--- src/rtl/proc_ctrl_pkg.sv ---
// Shared types and constants for the multi-cycle processor control path.
package proc_ctrl_pkg;

  localparam int unsigned OPC_W    = 4;
  localparam int unsigned ALU_OP_W = 2;
  localparam int unsigned STATE_W  = 3;

  localparam logic [OPC_W-1:0] OP_JUMP   = 4'b0000;
  localparam logic [OPC_W-1:0] OP_RTYPE  = 4'b0001;
  localparam logic [OPC_W-1:0] OP_LW     = 4'b0010;
  localparam logic [OPC_W-1:0] OP_SW     = 4'b0011;
  localparam logic [OPC_W-1:0] OP_BRANCH = 4'b0100;

  localparam logic [ALU_OP_W-1:0] ALU_ADD   = 2'b00;
  localparam logic [ALU_OP_W-1:0] ALU_SUB   = 2'b01;
  localparam logic [ALU_OP_W-1:0] ALU_FUNCT = 2'b10;
  localparam logic [ALU_OP_W-1:0] ALU_JMP   = 2'b11;

  typedef enum logic [STATE_W-1:0] {
    ST_IDLE   = 3'd0,
    ST_FETCH  = 3'd1,
    ST_DECODE = 3'd2,
    ST_EXEC   = 3'd3,
    ST_MEM    = 3'd4,
    ST_WB     = 3'd5,
    ST_FAULT  = 3'd7
  } state_e;

  typedef enum logic [2:0] {
    CLS_JUMP,
    CLS_BRANCH,
    CLS_LW,
    CLS_SW,
    CLS_RTYPE
  } op_class_e;

  // Datapath control strobes issued in one cycle
  typedef struct packed {
    logic                mem_req;
    logic                mem_read;
    logic                mem_write;
    logic                ir_write;
    logic                pc_write;
    logic                branch;
    logic                jump;
    logic [ALU_OP_W-1:0] alu_op;
    logic                alu_src;
    logic                reg_dst;
    logic                mem_to_reg;
    logic                reg_write;
    logic                instr_done;
    logic                fault;
  } ctrl_t;

  // Map a raw opcode onto its execution class; unknown opcodes run as R-type
  function automatic op_class_e classify(input logic [OPC_W-1:0] op);
    op_class_e cls;
    cls = CLS_RTYPE;
    case (op)
      OP_JUMP:   cls = CLS_JUMP;
      OP_RTYPE:  cls = CLS_RTYPE;
      OP_LW:     cls = CLS_LW;
      OP_SW:     cls = CLS_SW;
      OP_BRANCH: cls = CLS_BRANCH;
      default:   cls = CLS_RTYPE;
    endcase
    return cls;
  endfunction

endpackage

--- src/rtl/multicycle_control_fsm_if.sv ---
// Control/handshake bundle between the sequencer and the datapath/memory side.
interface multicycle_control_fsm_if #(
  parameter int unsigned OPCODE_W = 4
);
  logic                run;
  logic [OPCODE_W-1:0] opcode;
  logic                mem_ready;
  logic                mem_req;
  logic                mem_read;
  logic                mem_write;
  logic                ir_write;
  logic                pc_write;
  logic                branch;
  logic                jump;
  logic [1:0]          alu_op;
  logic                alu_src;
  logic                reg_dst;
  logic                mem_to_reg;
  logic                reg_write;
  logic                instr_done;
  logic                fault;
  logic [2:0]          state;

  modport master (
    input  run, opcode, mem_ready,
    output mem_req, mem_read, mem_write, ir_write, pc_write, branch, jump,
           alu_op, alu_src, reg_dst, mem_to_reg, reg_write, instr_done,
           fault, state
  );

  modport slave (
    output run, opcode, mem_ready,
    input  mem_req, mem_read, mem_write, ir_write, pc_write, branch, jump,
           alu_op, alu_src, reg_dst, mem_to_reg, reg_write, instr_done,
           fault, state
  );
endinterface

--- src/rtl/mem_wait_timer.sv ---
// Counts cycles spent waiting on mem_ready and flags when the limit is reached.
module mem_wait_timer #(
  parameter int unsigned MEM_TIMEOUT = 15,
  parameter int unsigned TMO_W       = 4   // 2**TMO_W must exceed MEM_TIMEOUT
) (
  input  logic clock,
  input  logic reset,
  input  logic clear,
  input  logic wait_en,
  output logic expired_c
);

  logic [TMO_W-1:0] count;

  // Wait counter; saturates at the limit so it never wraps back to zero
  always_ff @(posedge clock) begin
    if (reset) begin
      count <= '0;
    end else if (clear) begin
      count <= '0;
    end else if (wait_en && !expired_c) begin
      count <= count + TMO_W'(1);
    end
  end

  assign expired_c = (count == TMO_W'(MEM_TIMEOUT));

endmodule

--- src/rtl/multicycle_control_fsm.sv ---
// Multi-cycle instruction sequencer: FETCH, DECODE, EXEC, MEM, WB with memory timeout.
module multicycle_control_fsm
  import proc_ctrl_pkg::*;
#(
  parameter int unsigned OPCODE_W    = OPC_W,
  parameter int unsigned MEM_TIMEOUT = 15,
  parameter int unsigned TMO_W       = 4
) (
  input logic                       clock,
  input logic                       reset,
  multicycle_control_fsm_if.master  bus
);

  state_e              state_q;
  state_e              state_d;
  state_e              done_next_c;
  logic [OPCODE_W-1:0] op_q;
  op_class_e           cls_c;
  ctrl_t               ctrl_c;
  logic                tmo_clear_c;
  logic                tmo_wait_c;
  logic                tmo_expired_c;

  assign cls_c       = classify(OPC_W'(op_q));
  assign done_next_c = bus.run ? ST_FETCH : ST_IDLE;

  // State register and opcode latch (captured during DECODE)
  always_ff @(posedge clock) begin
    if (reset) begin
      state_q <= ST_IDLE;
      op_q    <= '0;
    end else begin
      state_q <= state_d;
      if (state_q == ST_DECODE) begin
        op_q <= bus.opcode;
      end
    end
  end

  // Timer restarts whenever a memory-waiting state is freshly entered
  assign tmo_wait_c  = ((state_q == ST_FETCH) || (state_q == ST_MEM)) && !bus.mem_ready;
  assign tmo_clear_c = (state_d != state_q) &&
                       ((state_d == ST_FETCH) || (state_d == ST_MEM));

  mem_wait_timer #(
    .MEM_TIMEOUT (MEM_TIMEOUT),
    .TMO_W       (TMO_W)
  ) u_mem_wait_timer (
    .clock     (clock),
    .reset     (reset),
    .clear     (tmo_clear_c),
    .wait_en   (tmo_wait_c),
    .expired_c (tmo_expired_c)
  );

  // Next-state and control decode; mem_ready in the expiry cycle still wins
  always_comb begin
    state_d       = state_q;
    ctrl_c        = '0;
    ctrl_c.alu_op = ALU_ADD;

    case (state_q)
      ST_IDLE: begin
        if (bus.run) begin
          state_d = ST_FETCH;
        end
      end

      ST_FETCH: begin
        ctrl_c.mem_req  = 1'b1;
        ctrl_c.mem_read = 1'b1;
        if (bus.mem_ready) begin
          ctrl_c.ir_write = 1'b1;
          ctrl_c.pc_write = 1'b1;
          state_d         = ST_DECODE;
        end else if (tmo_expired_c) begin
          state_d = ST_FAULT;
        end
      end

      ST_DECODE: begin
        state_d = ST_EXEC;
      end

      ST_EXEC: begin
        case (cls_c)
          CLS_JUMP: begin
            ctrl_c.jump       = 1'b1;
            ctrl_c.pc_write   = 1'b1;
            ctrl_c.alu_op     = ALU_JMP;
            ctrl_c.instr_done = 1'b1;
            state_d           = done_next_c;
          end
          CLS_BRANCH: begin
            ctrl_c.branch     = 1'b1;
            ctrl_c.alu_op     = ALU_SUB;
            ctrl_c.instr_done = 1'b1;
            state_d           = done_next_c;
          end
          CLS_LW, CLS_SW: begin
            ctrl_c.alu_op  = ALU_ADD;
            ctrl_c.alu_src = 1'b1;
            state_d        = ST_MEM;
          end
          default: begin
            ctrl_c.alu_op = ALU_FUNCT;
            state_d       = ST_WB;
          end
        endcase
      end

      ST_MEM: begin
        ctrl_c.mem_req   = 1'b1;
        ctrl_c.mem_read  = (cls_c == CLS_LW);
        ctrl_c.mem_write = (cls_c != CLS_LW);
        ctrl_c.alu_op    = ALU_ADD;
        ctrl_c.alu_src   = 1'b1;
        if (bus.mem_ready) begin
          if (cls_c == CLS_LW) begin
            state_d = ST_WB;
          end else begin
            ctrl_c.instr_done = 1'b1;
            state_d           = done_next_c;
          end
        end else if (tmo_expired_c) begin
          state_d = ST_FAULT;
        end
      end

      ST_WB: begin
        ctrl_c.reg_write  = 1'b1;
        ctrl_c.instr_done = 1'b1;
        if (cls_c == CLS_LW) begin
          ctrl_c.mem_to_reg = 1'b1;
        end else begin
          ctrl_c.reg_dst = 1'b1;
        end
        state_d = done_next_c;
      end

      ST_FAULT: begin
        ctrl_c.fault = 1'b1;
      end

      default: begin
        state_d = ST_IDLE;
      end
    endcase

    if (reset) begin
      ctrl_c = '0;
    end
  end

  // Drive the bundle; debug state reads as IDLE while reset is held
  assign bus.mem_req    = ctrl_c.mem_req;
  assign bus.mem_read   = ctrl_c.mem_read;
  assign bus.mem_write  = ctrl_c.mem_write;
  assign bus.ir_write   = ctrl_c.ir_write;
  assign bus.pc_write   = ctrl_c.pc_write;
  assign bus.branch     = ctrl_c.branch;
  assign bus.jump       = ctrl_c.jump;
  assign bus.alu_op     = ctrl_c.alu_op;
  assign bus.alu_src    = ctrl_c.alu_src;
  assign bus.reg_dst    = ctrl_c.reg_dst;
  assign bus.mem_to_reg = ctrl_c.mem_to_reg;
  assign bus.reg_write  = ctrl_c.reg_write;
  assign bus.instr_done = ctrl_c.instr_done;
  assign bus.fault      = ctrl_c.fault;
  assign bus.state      = reset ? '0 : STATE_W'(state_q);

endmodule

--- src/flat_wrapper.sv ---
// flat-port wrapper written by rule: the top's interface ports become plain ports
module multicycle_control_fsm_flat import proc_ctrl_pkg::*;
#(
  parameter int unsigned OPCODE_W    = OPC_W,
  parameter int unsigned MEM_TIMEOUT = 15,
  parameter int unsigned TMO_W       = 4
)
  (clock, reset, bus_run, bus_opcode, bus_mem_ready, bus_mem_req, bus_mem_read, bus_mem_write, bus_ir_write, bus_pc_write, bus_branch, bus_jump, bus_alu_op, bus_alu_src, bus_reg_dst, bus_mem_to_reg, bus_reg_write, bus_instr_done, bus_fault, bus_state);
  multicycle_control_fsm_if #(.OPCODE_W(OPCODE_W)) bus_i ();
  input logic clock;
  input logic reset;
  input wire logic [$bits(bus_i.run)-1:0] bus_run;
  input wire logic [$bits(bus_i.opcode)-1:0] bus_opcode;
  input wire logic [$bits(bus_i.mem_ready)-1:0] bus_mem_ready;
  output wire logic [$bits(bus_i.mem_req)-1:0] bus_mem_req;
  output wire logic [$bits(bus_i.mem_read)-1:0] bus_mem_read;
  output wire logic [$bits(bus_i.mem_write)-1:0] bus_mem_write;
  output wire logic [$bits(bus_i.ir_write)-1:0] bus_ir_write;
  output wire logic [$bits(bus_i.pc_write)-1:0] bus_pc_write;
  output wire logic [$bits(bus_i.branch)-1:0] bus_branch;
  output wire logic [$bits(bus_i.jump)-1:0] bus_jump;
  output wire logic [$bits(bus_i.alu_op)-1:0] bus_alu_op;
  output wire logic [$bits(bus_i.alu_src)-1:0] bus_alu_src;
  output wire logic [$bits(bus_i.reg_dst)-1:0] bus_reg_dst;
  output wire logic [$bits(bus_i.mem_to_reg)-1:0] bus_mem_to_reg;
  output wire logic [$bits(bus_i.reg_write)-1:0] bus_reg_write;
  output wire logic [$bits(bus_i.instr_done)-1:0] bus_instr_done;
  output wire logic [$bits(bus_i.fault)-1:0] bus_fault;
  output wire logic [$bits(bus_i.state)-1:0] bus_state;
  assign bus_i.run = bus_run;
  assign bus_i.opcode = bus_opcode;
  assign bus_i.mem_ready = bus_mem_ready;
  assign bus_mem_req = bus_i.mem_req;
  assign bus_mem_read = bus_i.mem_read;
  assign bus_mem_write = bus_i.mem_write;
  assign bus_ir_write = bus_i.ir_write;
  assign bus_pc_write = bus_i.pc_write;
  assign bus_branch = bus_i.branch;
  assign bus_jump = bus_i.jump;
  assign bus_alu_op = bus_i.alu_op;
  assign bus_alu_src = bus_i.alu_src;
  assign bus_reg_dst = bus_i.reg_dst;
  assign bus_mem_to_reg = bus_i.mem_to_reg;
  assign bus_reg_write = bus_i.reg_write;
  assign bus_instr_done = bus_i.instr_done;
  assign bus_fault = bus_i.fault;
  assign bus_state = bus_i.state;
  multicycle_control_fsm #(.OPCODE_W(OPCODE_W), .MEM_TIMEOUT(MEM_TIMEOUT), .TMO_W(TMO_W)) u_core (.clock(clock), .reset(reset), .bus(bus_i));
endmodule
--- config.mk ---
export PLATFORM = sky130hd
export DESIGN_NAME = multicycle_control_fsm_flat
export DESIGN_NICKNAME = d
export VERILOG_FILES = /design/src/rtl/proc_ctrl_pkg.sv /design/src/rtl/multicycle_control_fsm_if.sv /design/src/rtl/mem_wait_timer.sv /design/src/rtl/multicycle_control_fsm.sv /design/src/flat_wrapper.sv
export SDC_FILE = /design/constraint.sdc
export NUM_CORES = 1
export LEC_CHECK = 0
export CAP_MARGIN = 20
export CORE_MARGIN = 3
export CORE_UTILIZATION = 45
export CTS_CLUSTER_DIAMETER = 150
export CTS_CLUSTER_SIZE = 28
export DETAILED_ROUTE_END_ITERATION = 10
export PLACE_DENSITY_LB_ADDON = 0.12
export SETUP_SLACK_MARGIN = 0.3
export SYNTH_ARGS = -nofsm -noshare
export SYNTH_HDL_FRONTEND = slang
export SYNTH_SLANG_ARGS = --single-unit
--- constraint.sdc ---
create_clock -name clock -period 3.7 [get_ports clock]
set_input_delay 1.11 -clock clock [delete_from_list [all_inputs] [get_ports clock]]
set_output_delay 1.11 -clock clock [all_outputs]
set_load 0.05 [all_outputs]
# After elaboration in Yosys (flattened, before gate mapping)
# Index checks and enable logic that the tools add are counted.
[word_totals]
regBits = 11
inputBits = 8
word_cells = 63
[op_classes]
addsub = 1
eq_ne = 17
muxes = 29
reduce_logical = 13
[ops]
columns = ["operator", "count"]
rows = [
  ["$mux W3", 7],
  ["$pmux W3 S7", 1],
  ["$mux W15", 1],
  ["$eq A3 B2 Y1 const B", 4],
  ["$eq A3 B3 Y1 const B", 4],
  ["$pmux W3 S2", 2],
  ["$pmux W3 S4", 1],
  ["$mux W1", 11],
  ["$eq A3 B1 Y1 const B", 3],
  ["$eq A4 B2 Y1 const B", 2],
  ["$logic_not A3 Y1", 2],
  ["$pmux W2 S3", 1],
  ["$reduce_or A2 Y1", 3],
  ["$add A4 B1 Y4 const B", 1],
  ["$eq A4 B3 Y1 const B", 1],
  ["$eq A4 B4 Y1 const B", 1],
  ["$logic_not A4 Y1", 1],
  ["$mux W2", 2],
  ["$pmux W2 S2", 1],
  ["$logic_and A1 B1 Y1", 3],
  ["$ne A3 B2 Y1 const B", 1],
  ["$ne A3 B3 Y1", 1],
  ["$pmux W1 S3", 1],
  ["$logic_not A1 Y1", 2],
  ["other kinds (2)", 3],
]

# Longest topological paths before layout
# Gate-level depths: netlist (run 1).
[depth]
ltp_word = 10
depth_mapped = 6

# Modules after synthesis
# Synthesis (run 1) repeated with hierarchy kept, for this count alone.
[unflattened]
hier_cells = 108
hier_area_um2 = 858.3
[modules_own_cells]
columns = ["module", "instances", "cells_each", "area_each_um2"]
rows = [
  ["multicycle_control_fsm", 1, 86, 646.9],
  ["mem_wait_timer", 1, 22, 211.5],
]

# Worst setup path after synthesis (run 1)
# OpenSTA, ideal clock, no wires.
[synth_path]
path_kind = "input -> output"
from = "input port reset"
to = "output port bus_pc_write"
arrival_time_ns = 3.675
path_slack_ns = -1.085
stages = 4
path_buffers = 0
path_cell_list = "nor2b_1 -> nand2_1 -> nor3_1 -> or2_2"
[synth_between]
elab_chain_cells = 1
[synth_lines]
columns = ["item", "line", "text"]
rows = [
  ["from (decl)", "flat_wrapper.sv:11", "input logic reset;"],
  ["$mux W15", "multicycle_control_fsm.sv:150", "if (reset) begin"],
  ["to (decl)", "flat_wrapper.sv:19", "output wire logic [$bits(bus_i.pc_write)-1:0] bus_pc_write;"],
]
# Every way passes these cells.

# Final worst setup path (run 1)
[layout_path]
from = "input port bus_mem_ready"
to = "output port bus_pc_write"
[layout_between]
elab_chain_cells = 3
[layout_lines]
columns = ["item", "line", "text"]
rows = [
  ["from (decl)", "flat_wrapper.sv:14", "input wire logic [$bits(bus_i.mem_ready)-1:0] bus_mem_ready;"],
  ["$mux W2", "multicycle_control_fsm.sv:72", "if (bus.mem_ready) begin"],
  ["$pmux W1 S2", "multicycle_control_fsm.sv:62", "case (state_q)"],
  ["$mux W15", "multicycle_control_fsm.sv:150", ""],
]
# Every way passes these cells.

==> reports/metrics.yaml, run 1 <==
status: "completed"
synth_edf_count: 0
relSlewSlack_pct: 51.8
critPathLaunchType: "input pin"
fillerInstances: 124
startpoint: "bus_mem_ready"
cts_resized: 1
critical_path_peak_fanout: 3
die_h_um: 50.2
ys_async_sr_fraction_pct: 0
p_switching_uw: 105
clkPwrFrac_pct: 26.1
num_io_pins: 26
sw_frac_of_total_pct: 33.2
tritoncts: "yes"
min_path_type: "reg -> reg"
yosys_warnings: 0
reg2reg_depth: 4
overflow: 0
arrival_ns: 2.23
drive_above_1_share_pct: 33.3
synth-seq-cells: 11
drc: 0
postCtsHoldBufs: 0
wire_per_inst_um: 14.2
min_period_ns: 3.34
clockBufferDepth: 2
die_w_um: 50.2
nNetsFinal: 148
multi_input_area_um2: 646
clock_sinks: 11
p_leak_uw: 0.000510
drv_slew: 0
comb_power_share_pct: 31.3
yosys.area_share.simple_pct: 35.8
r2r_start: "u_core.state_q[1]"
portBuffers: 25
setup_viol: 0
ys.flop_type: "dfxtp_1"
max_freq_mhz: 299
cp-end-kind: "output port"
layoutNonFillerInstCount: 163
seq_area_frac_synth_pct: 25.0
vias: 940
cell_internal_pwr_uw: 211
seq_area_um2: 220
clk_latency_ns: 0.28
dpl.hpwl_um: 1790
grt_use_total_pct: 20.2
antenna_cells: 0
gp_congestion: 0.823
syn_area_um2: 880
crit_required_ns: 2.59
synth_compound_area_share_pct: 25.3
core-area_um2: 1780
rsz0062_at_grt: "no"
setup.worst_path.class: "in -> out"
htreeDepth: 1
drt_first_pass_iters: 4
r2r_setup_slack_ns: 1.52
skew_ns: 0.00845
synth_fp_nets: 122
drt_iter0_drc: 26
cts_setup_buffers: 0
root_buffer: "clkbuf_4"
tns_ns: 0
clk_pin_slew_ns: 0.06
synthCells: 113
synthXorXnorAreaFrac_pct: 0.996
ys_types: 43
die_area_um2: 2520
worstReg2RegEnd: "u_core.u_mem_wait_timer.count[0]"
grt_start_max_net_pins: 24
crit_end: "bus_pc_write"
finalHoldViolCount: 0
period_share_pct: 90.4
drt-total-wl_um: 2310
peakVddDrop_v: 0.000198
p_seq_share_pct: 42.6
syn_area_per_cell_um2: 7.78
drtAntennaViolNets: 0
synth_top_family_by_area: "simple AND/OR/NAND/NOR gates"
pre_cts_slack_ns: 0.209
grt_pass1_vias: 851
numCtsBuffers: 3
synth_fa_ha_area_share_pct: 1.42
synthMuxAreaShare_pct: 4.55
fin_ws_ns: 0.356
dp_cells: 159
maxCapViolations: 0
start_util_pct: 49.3
powerDensity_nw_per_um2: 226
rows: 15
grt_pass1_wl_um: 3940
worstMarginPinSlew_ns: 0.721
antenna_found_initial: 0
drt-vias-per-instance: 5.77
areaGrowthSynthToFinish_pct: 58.9
[how the worst min path moves through the flow]
stage / end / from / slack, ns / cells past startpoint
after floorplan: u_core.op_q[1] / u_core.op_q[1] / 0.53 / 2
after global placement: u_core.op_q[1] / u_core.op_q[1] / 0.56 / 2
after detailed placement: u_core.op_q[1] / u_core.op_q[1] / 0.58 / 2
after CTS: u_core.op_q[1] / u_core.op_q[1] / 0.59 / 2
after global routing: u_core.op_q[3] / u_core.op_q[3] / 0.65 / 2
final: u_core.op_q[1] / u_core.op_q[1] / 0.59 / 2
[through the flow]
stage	area, µm²	total power [µW]	hold slack (ns)	utilization, %
2_1_floorplan	921	197	0.532	-
3_3_place_gp	1370	234	0.564	76.7
3_5_place_dp	1370	235	0.581	76.7
4_1_cts	1390	318	0.590	78.1
5_1_grt	1400	331	0.645	78.4
6_report	1400	316	0.589	78.4
[power groups by stage]
stage / Sequential (µW) / Combinational, µW / Clock [µW]
final: 135 / 99.0 / 82.6
after global routing: 136 / 106 / 89.4
after CTS: 134 / 98.5 / 85.5
after detailed placement: 137 / 98.5 / 0
after global placement: 136 / 97.7 / 0
after floorplan: 129 / 67.4 / 0
[cell usage in the layout (no fill, tap or decap), drive strengths merged, types with 2 or more instances in the layout]
master         instances
a211oi                 4
a21oi                  8
a31oi                  2
and2                   3
and2b                  2
and3                   2
buf                   21
clkbuf                 4
clkdlybuf4s50          6
dfxtp                 11
inv                    6
mux2i                  4
nand2                  6
nand2b                 2
nand3                  2
nor2                  12
nor2b                  4
nor3                   4
nor4                   2
o211ai                 3
o31a                   3
o41ai                  2
or3b                   4
[layer usage]
metal / track usage [%] / wire (µm) / vias up
met5: 0 / 0 / -
met4: 10.6 / 32 / 0
met3: 3.26 / 116 / 4
met2: 32.4 / 1100 / 32
met1: 25.6 / 1060 / 431
li1: - / - / 473
[cell families (layout without fill, tap and decap cells)]
group | Yosys count | after routing
AOI/OAI and AO/OA | 30 | 30
adders and majority gates | 1 | 1
buffers and inverters | 13 | 38
muxes | 4 | 4
xor gates and xnor gates | 1 | 1
and+or+nand+nor | 53 | 53
DFF | 11 | 11
[final cells by class]
type,count,area share [%]
Clock buffer,4,1.88
Timing Repair Buffer,28,32.3
Tap cell,25,2.24
Inverter,6,1.61
Sequential cell,11,15.8
Multi-Input combinational cell,89,46.2
[worst max-delay path: stages]
cell and delay, ns:
clkdlybuf4s50_1 0.46, and3_4 0.19, or2_2 0.32, buf_12 0.15
[cell usage after synthesis, types with 2 or more instances]
cell / n / area share (%)
a211oi_1: 4 / 3.4
a21oi_1: 8 / 4.6
a31oi_1: 2 / 1.4
and2_1: 3 / 2.1
and2b_2: 2 / 2.0
and3_1: 2 / 1.4
clkbuf_1: 5 / 2.1
dfxtp_1: 11 / 25
inv_1: 6 / 2.6
mux2i_1: 4 / 4.6
nand2_1: 6 / 2.6
nand2b_1: 2 / 1.4
nand3_1: 2 / 1.1
nor2_1: 12 / 5.1
nor2b_1: 4 / 2.8
nor3_1: 4 / 2.3
nor4_1: 2 / 1.4
o211ai_1: 3 / 2.6
o31a_1: 3 / 3.0
o41ai_1: 2 / 2.0
or3b_2: 4 / 4.0
[flip-flops by register name (all words and copies together), names as in the netlist]
name and flops:
u_core.op_q 4, u_core.u_mem_wait_timer.count 4, u_core.state_q 3
(Power assumes the default switching activity.)
==> run 2, diff against run 1 <==
Settings changed: CORE_UTILIZATION 45 to 42, CTS_CLUSTER_SIZE 28 to not set.
Clock period 3.7 ns to 2.8 ns, I/O delays scaled along.
==> reports/metrics.yaml, run 2 (synthesis gave the netlist of run 1 again) <==
critPathLaunchType: "input pin"
drtAntennaViolNets: 0  # unchanged
vias: 1183  # +26%
clkPwrFrac_pct: 25.0  # -1.1 points
root_buffer: "clkbuf_4"
worstPathCellList: "dlygate4sd2_1 > and3_2 > or2_4 > buf_12"
clk_pin_slew_ns: 0.06  # about the same
numCtsBuffers: 3  # unchanged
grt_use_total_pct: 30.9  # +11 points
crit_required_ns: 1.96  # -0.63 ns
p_switching_uw: 166  # +58%
setup.worst_path.class: "in -> out"
maxCapViolations: 0  # unchanged
dpl_cell_area_um2: 1470  # +7.6%
critPathSlowestCell: "dlygate4sd2_1"
rsz0062_at_grt: "yes"
portBuffers: 25  # unchanged
cell_internal_pwr_uw: 292  # +38%
tritoncts: "yes"
start_util_pct: 47.3  # -2.0 points
min_period_ns: 2.57
dpl.hpwl_um: 2000  # +11%
powerDensity_nw_per_um2: 281  # +24%
p_leak_uw: 0.000592  # +16%
die_area_um2: 2680  # +6.3%
skew_ns: 0.0206  # +0.0121 ns
die_h_um: 51.8  # +3.1%
dp_cells: 163  # +2.5%
r2r_setup_slack_ns: 0.58  # -0.94 ns
max_freq_mhz: 389
drt_first_pass_iters: 4  # unchanged
final_cell_mix: "buf_12 (18), buf_4 (11), nor2_1 (8)"
grt_pass1_vias: 1097  # +29%
critical_path_peak_fanout: 3  # unchanged
grt_start_max_net_pins: 20  # -17%
reg.largest.list: "u_core.op_q x4, u_core.u_mem_wait_timer.count x4, u_core.state_q x3"
cp-end-kind: "output port"
drt_iter0_drc: 85  # +230%
drc: 0  # unchanged
clockBufferDepth: 2  # unchanged
pre_cts_slack_ns: -0.0979  # -0.307 ns
worstMarginPinSlew_ns: 0.627  # -0.0946 ns
layout_commonest_cell: "buf_12"
postCtsHoldBufs: 0  # unchanged
status: "completed"
wire_per_inst_um: 21.9  # +55%
final_cell_area_um2: 1630  # +16%
drv_slew: 0  # unchanged
nNetsFinal: 158  # +6.8%
antenna_cells: 0  # unchanged
areaGrowthSynthToFinish_pct: 84.9
sw_frac_of_total_pct: 36.3  # +3.1 points
layoutNonFillerInstCount: 173  # +6.1%
relSlewSlack_pct: 57.8  # +5.9 points
overflow: 0  # unchanged
fin_ws_ns: 0.228  # -0.128 ns
gp_congestion: 0.820  # -0.36%
rows: 15  # unchanged
die_w_um: 51.8  # +3.1%
comb_power_share_pct: 36.8  # +5.5 points
arrival_ns: 1.73  # -0.50 ns
drt-vias-per-instance: 6.84  # +19%
core-area_um2: 1860  # +4.2%
drt-total-wl_um: 3790  # +64%
grt_pass1_wl_um: 5830  # +48%
num_io_pins: 26  # unchanged
min_path_type: "reg -> reg"
clk_latency_ns: 0.28  # about the same
p_seq_share_pct: 38.2  # -4.4 points
slowest_delay_ns: 0.27  # -0.19 ns
drive_above_1_share_pct: 52.0  # +19 points
htreeDepth: 1  # unchanged
setup_viol: 0  # unchanged
finalHoldViolCount: 0  # unchanged
clock_sinks: 11  # unchanged
peakVddDrop_v: 0.000325  # +64%
period_share_pct: 91.9
antenna_found_initial: 0  # unchanged
==> run 2: cell count changes in the layout (fill, tap and decap cells not counted), sizes merged <==
cell	previous run	this run
clkdlybuf4s50	6	5
buf	21	32
clkinvlp	0	1
inv	6	5
==> run 2: final timing paths <==
path                  startpoint                               end  cells after the start
setup / recovery   bus_mem_ready                      bus_pc_write                      4
hold / removal    u_core.op_q[1]                    u_core.op_q[1]                      2
setup reg to reg  u_core.op_q[2]  u_core.u_mem_wait_timer.count[2]                      5
hold reg to reg   u_core.op_q[1]                    u_core.op_q[1]                      2
==> run 2: routing by layer <==
metal / up-vias / GRT usage [%] / share of wire, %
met5: - / 0 / 0
met4: 0 / 17.5 / 8.1
met3: 36 / 6.30 / 9.5
met2: 123 / 54.7 / 47
met1: 534 / 33.9 / 35
li1: 490 / - / -
==> run 2: through the flow <==
stage          utilization [%]  hold slack [ns]  TNS, ns  total power (µW)
2_1_floorplan                -            0.532   -0.234               269
3_3_place_gp              79.2            0.564   -0.339               321
3_5_place_dp              79.2            0.590   -0.456               324
4_1_cts                   85.9            0.564        0               439
5_1_grt                   87.5            0.613        0               479
6_report                  87.5            0.559        0               458
==> run 2: power by group through the flow <==
stage	Combinational [µW]	Clock (µW)	Sequential, µW
2_1_floorplan	97.3	0	171
3_3_place_gp	145	0	176
3_5_place_dp	148	0	176
4_1_cts	157	111	172
5_1_grt	178	124	176
6_report	169	114	175
==> run 2: layout make-up <==
class | instances | area [µm²]
multi-input combinational | 89 | 768
clock buffer | 4 | 26.3
fill | 82 | 231
tap | 25 | 31.3
sequential | 11 | 235
timing repair buffer | 38 | 539
inverter | 6 | 26.3
==> run 2: worst max-delay path, delay by kind of cell <==
family                 cells  cell delay (ns)
AND/OR/NAND/NOR            2             0.47
buffers and inverters      2             0.42
==> run 2: what timing repair did <==
item | CTS | global route
endpoints found under the setup margin | 18 | 15
resized for setup | 23 | 7
setup buffers | 5 | 1
pin swaps | 6 | 2
==> patch 1, RTL diff (config.mk and constraints of run 2) <==
`MEM_TIMEOUT` is set to 15 in 3 places; all go to 8.
--- a/src/rtl/mem_wait_timer.sv
+++ b/src/rtl/mem_wait_timer.sv
@@ -1,5 +1,5 @@
 // Counts cycles spent waiting on mem_ready and flags when the limit is reached.
 module mem_wait_timer #(
-  parameter int unsigned MEM_TIMEOUT = 15,
+  parameter int unsigned MEM_TIMEOUT = 8,
   parameter int unsigned TMO_W       = 4   // 2**TMO_W must exceed MEM_TIMEOUT
 ) (
--- a/src/rtl/multicycle_control_fsm.sv
+++ b/src/rtl/multicycle_control_fsm.sv
@@ -4,5 +4,5 @@
 #(
   parameter int unsigned OPCODE_W    = OPC_W,
-  parameter int unsigned MEM_TIMEOUT = 15,
+  parameter int unsigned MEM_TIMEOUT = 8,
   parameter int unsigned TMO_W       = 4
 ) (
--- a/src/flat_wrapper.sv
+++ b/src/flat_wrapper.sv
@@ -3,5 +3,5 @@
 #(
   parameter int unsigned OPCODE_W    = OPC_W,
-  parameter int unsigned MEM_TIMEOUT = 15,
+  parameter int unsigned MEM_TIMEOUT = 8,
   parameter int unsigned TMO_W       = 4
 )
Behaviour: same outputs for any inputs over 10 cycles, from zero or initial values and one cycle with reset high; that may be too few to reach the edited logic, so the function may still have changed.
==> patch 1 against run 2 <==
  * Register-to-register slack improved by 400 ps
  * Power decreased by 2.6%
  * Largest power group unchanged
  * Sequential power about the same
  * Sequential cell count unchanged
  * Design area decreased by 0.38%
  * Synthesized area increased by 0.14%
  * Die area increased by 0.12%
  * Synthesized cell count decreased by 5.3%
  * Wire length decreased by 31%
  * Non-clock buffer count increased by 2
  * First-iteration DRC count decreased by 82%
  * Worst setup slack improved by 95 ps
==> patch 1: results (changes against run 2) <==
| Metric | Value |
|---|---|
| Top layer in use | `met4` |
| Root Driver | `clkbuf_4` |
| Clock latency on the worst-skew pair | `270 ps` |
| Non-Filler Instances | `169 (-2.3%)` |
| Layout cells sized above 1 | `50.7% (-1.3 points)` |
| Status | `finished clean` |
| M1 wire length | `1120 um (-16%)` |
| DP Area | `1520 um^2 (+3.0%)` |
| DR iter-0 viols | `15 (-82%)` |
| Routed WL | `2600 um (-31%)` |
| Adder-Cell Fraction of Synth Area | `2.84% (+1.4 points)` |
| Hold Crit Endpoint | `u_core.op_q[0]` |
| Antenna Cells | `0 (unchanged)` |
| Worst slack, placed | `-73.8 ps (+24.1 ps)` |
| RR Startpoint | `u_core.op_q[3]` |
| Total GRT Usage | `21.8% (-9.1 points)` |
| Count of cells resized by post-cts repair | `17 (-26%)` |
| Clk slew on worst S/H paths | `60 ps (about the same)` |
| Largest net degree at the start of global routing | `14 (-30%)` |
| Met1 GRT Util | `26.2% (-7.7 points)` |
| Buffer count from post-CTS setup fixing | `2 (-3)` |
| First-pass GRT wire length | `4380 um (-25%)` |
| Post-layout minimum cycle time | `2480 ps (-94.7 ps)` |
| Crit Reg-Reg Endpoint | `u_core.u_mem_wait_timer.count[3]` |
| Worst rel slew slack | `63.0% (+5.2 points)` |
| Dpl hpwl | `1880 um (-5.9%)` |
| Post-Synth XOR/XNOR Area | `3.98% (+3.0 points)` |
| Post-synth top cells | `11 x dfxtp_1, 11 x nor2_1, 7 x nor3_1` |
| Total number of vias | `980 (-17%)` |
| Mux share of post-synthesis cell area | `5.68% (+1.1 points)` |
| Hold path startpoint | `u_core.op_q[0]` |
| Worst Hold Class | `reg2reg` |
| Worst reg2reg setup slack | `980 ps (+400 ps)` |
| Mapped Avg Cell Area | `8.23 um^2 (+5.8%)` |
| Met3 wire length | `127 um (-65%)` |
| Register area share after synthesis | `25.0% (-0.036 points)` |
| Synth top area cells | `dfxtp_1 25%, mux2i_1 5.7%, nor2_1 4.7%` |
| Library cells used by synthesis | `41 (-4.7%)` |
| Syn nets | `117 (-4.1%)` |
| Clock buffer depth | `2 (unchanged)` |
| R2R cell count | `4 (-1)` |
| Grt met2 use | `37.7% (-17 points)` |
| Post-synthesis compound-gate area fraction | `19.3% (-6.0 points)` |
| WL met2 | `1290 um (-27%)` |
| First-pass DRT Iterations | `4 (unchanged)` |
| Crit path DAT | `1640 ps (-90 ps)` |
| Worst IR Drop VDD | `404 uV (+24%)` |
| Vias in the first global route | `950 (-13%)` |
| Clock skew | `3.40 ps (-17.2 ps)` |
| Lkg Pwr | `0.590 nW (-0.35%)` |
| Placer Congestion | `0.913 (+11%)` |
| Worst hold margin | `570 ps (+11.3 ps)` |
| Met3 usage | `2.29% (-4.0 points)` |
| Number of nets in the layout | `155 (-1.9%)` |
## patch 1: worst max-delay path, stage by stage
cell	delay, ps
clkdlybuf4s15_1	230
and3_4	180
or2_4	230
buf_8	150
## patch 1: how the worst max path moves through the flow
stage,end,cells past startpoint,start
after floorplan,bus_pc_write,3,reset
after global placement,bus_pc_write,5,reset
after detailed placement,bus_pc_write,5,reset
after CTS,bus_pc_write,4,bus_mem_ready
after global routing,bus_pc_write,4,u_core.op_q[1]
final,bus_pc_write,4,bus_mem_ready
## patch 1: final cells by class
class | count | area (um^2)
clock buffers | 4 | 26.3
inverters | 6 | 26.3
repair buffers | 40 | 544
fillers | 87 | 238
flip-flops and latches | 11 | 230
well taps | 25 | 31.3
multi-input cells | 83 | 762
## patch 1: where the power goes
group	internal, mW	leakage, nW	total [mW]	switching, mW
combinational	0.0776	0.483	0.166	0.0886
sequential	0.163	0.0921	0.175	0.0125
clock	0.0551	0.0150	0.104	0.0491
==> patch 2, RTL diff (config.mk and constraints of run 2) <==
Without the edit above. Reset style: asynchronous (`reset`), changed in 2 clocked blocks.
--- a/src/rtl/mem_wait_timer.sv
+++ b/src/rtl/mem_wait_timer.sv
@@ -14,5 +14,5 @@
 
   // Wait counter; saturates at the limit so it never wraps back to zero
-  always_ff @(posedge clock) begin
+  always_ff @(posedge clock or posedge reset) begin
     if (reset) begin
       count <= '0;
--- a/src/rtl/multicycle_control_fsm.sv
+++ b/src/rtl/multicycle_control_fsm.sv
@@ -26,5 +26,5 @@
 
   // State register and opcode latch (captured during DECODE)
-  always_ff @(posedge clock) begin
+  always_ff @(posedge clock or posedge reset) begin
     if (reset) begin
       state_q <= ST_IDLE;
Check against the original RTL: same outputs for any inputs over 10 cycles, from zero or initial values and one cycle with reset high; that may be too few to reach the edited logic, so the function may still have changed.
==> patch 2 against run 2 <==
  * Design area up 4.0%
  * Wire length is 12% lower
  * Highest routed layer unchanged
  * Sequential cell count stayed put
  * Clock skew decreased by 20 ps
  * Critical endpoint is now bus_instr_done
  * Worst setup slack worse by 44 ps
  * Register-to-register slack improved by 260 ps
  * Final cell count fell by 2.9%
  * Synthesized area decreased by 0.85%
  * Fmax shrank 1.7%
  * First-iteration DRC count shrank 56%
Power is left out: it rests on default switching activity, and per cell area and clock period it moved more than threefold.
==> patch 2: results (changes against run 2) <==
| Metric | Value |
|---|---|
| Status | `finished clean` |
| Met1 GRT Util | `30.2% (-3.6 points)` |
| M1 wire length | `1180 um (-12%)` |
| First-pass GRT wire length | `5480 um (-6.0%)` |
| Ys flop type | `dfrtp_1` |
| Vias in the first global route | `1089 (-0.73%)` |
| DP Area | `1560 um^2 (+6.3%)` |
| Placer Congestion | `0.877 (+6.8%)` |
| Library cells used by synthesis | `41 (-4.7%)` |
| Clock latency on the worst-skew pair | `260 ps (-20 ps)` |
| Fillers | `63 (-23%)` |
| Routed WL | `3350 um (-12%)` |
| Worst Tran Pin Value | `401 ps (-226 ps)` |
| Post-Synth XOR/XNOR Area | `4.02% (+3.0 points)` |
| Adder-Cell Fraction of Synth Area | `1.43% (+0.012 points)` |
| CP max stage cell | `or4b_4` |
| Post-synthesis compound-gate area fraction | `19.2% (-6.1 points)` |
| Crit path DAT | `1780 ps (+50 ps)` |
| Met3 wire length | `310 um (-14%)` |
| Number of nets in the layout | `153 (-3.2%)` |
| Grt met2 use | `50.4% (-4.2 points)` |
| Total GRT Usage | `28.6% (-2.2 points)` |
| Ys async rst share | `100% (+100 points)` |
| Total number of vias | `1040 (-12%)` |
| Register area share after synthesis | `31.6% (+6.5 points)` |
| Post-synth top cells | `11 x dfrtp_1, 8 x nor2b_1, 6 x nor2_1` |
-- patch 2: cell count changes after synthesis, moves of 4 or more --
cell / delta
mux2i_1: -4
mux2_1: +4
nor2b_1: +4
clkbuf_1: -4
dfrtp_1: +11
dfxtp_1: -11
nor2_1: -6
-- patch 2: final timing paths --
| path | startpoint | to | cells after the start |
|---|---|---|---|
| worst max-delay path | u_core.op_q[2] | bus_instr_done | 5 |
| worst min-delay path | u_core.op_q[2] | u_core.op_q[2] | 1 |
| worst max register to register | u_core.op_q[2] | u_core.u_mem_wait_timer.count[0] | 6 |
| worst min register to register | u_core.op_q[2] | u_core.op_q[2] | 1 |
| max in group asynchronous | reset | u_core.op_q[1] | 3 |
| min in group asynchronous | reset | u_core.u_mem_wait_timer.count[3] | 3 |
-- patch 2: through the flow --
stage	util (%)	setup WS (ps)	hold slack [ps]	cells
final	92.0	184	601	168
after global routing	92.0	120	615	168
after CTS	90.8	227	576	168
after detailed placement	85.0	-215	562	155
after global placement	85.0	-166	541	155
after floorplan	-	106	517	96
-- patch 2: cells by family (layout without fill, tap and decap cells) --
kind of cell	count (synthesis)	in the layout
buffers and inverters	8	55
AOI/OAI and AO/OA	23	23
muxes	4	4
and+or+nand+nor	45	45
xor gates and xnor gates	4	4
adders and majority gates	1	1
DFF	11	11
-- patch 2: area by class of cell --
cell class	instances	area (um^2)	share of cell area [%]
flip-flops and latches	11	283	16.7
well taps	25	31.3	1.85
multi-input cells	77	729	43.1
clock buffers	4	26.3	1.55
inverters	3	15.0	0.888
repair buffers	48	607	35.9
-- patch 2: repair_timing --
action | in CTS | in global routing
endpoints found under the setup margin | 18 | 8
resized for setup | 18 | 7
setup buffers | 9 | 0
pin swaps | 3 | 4
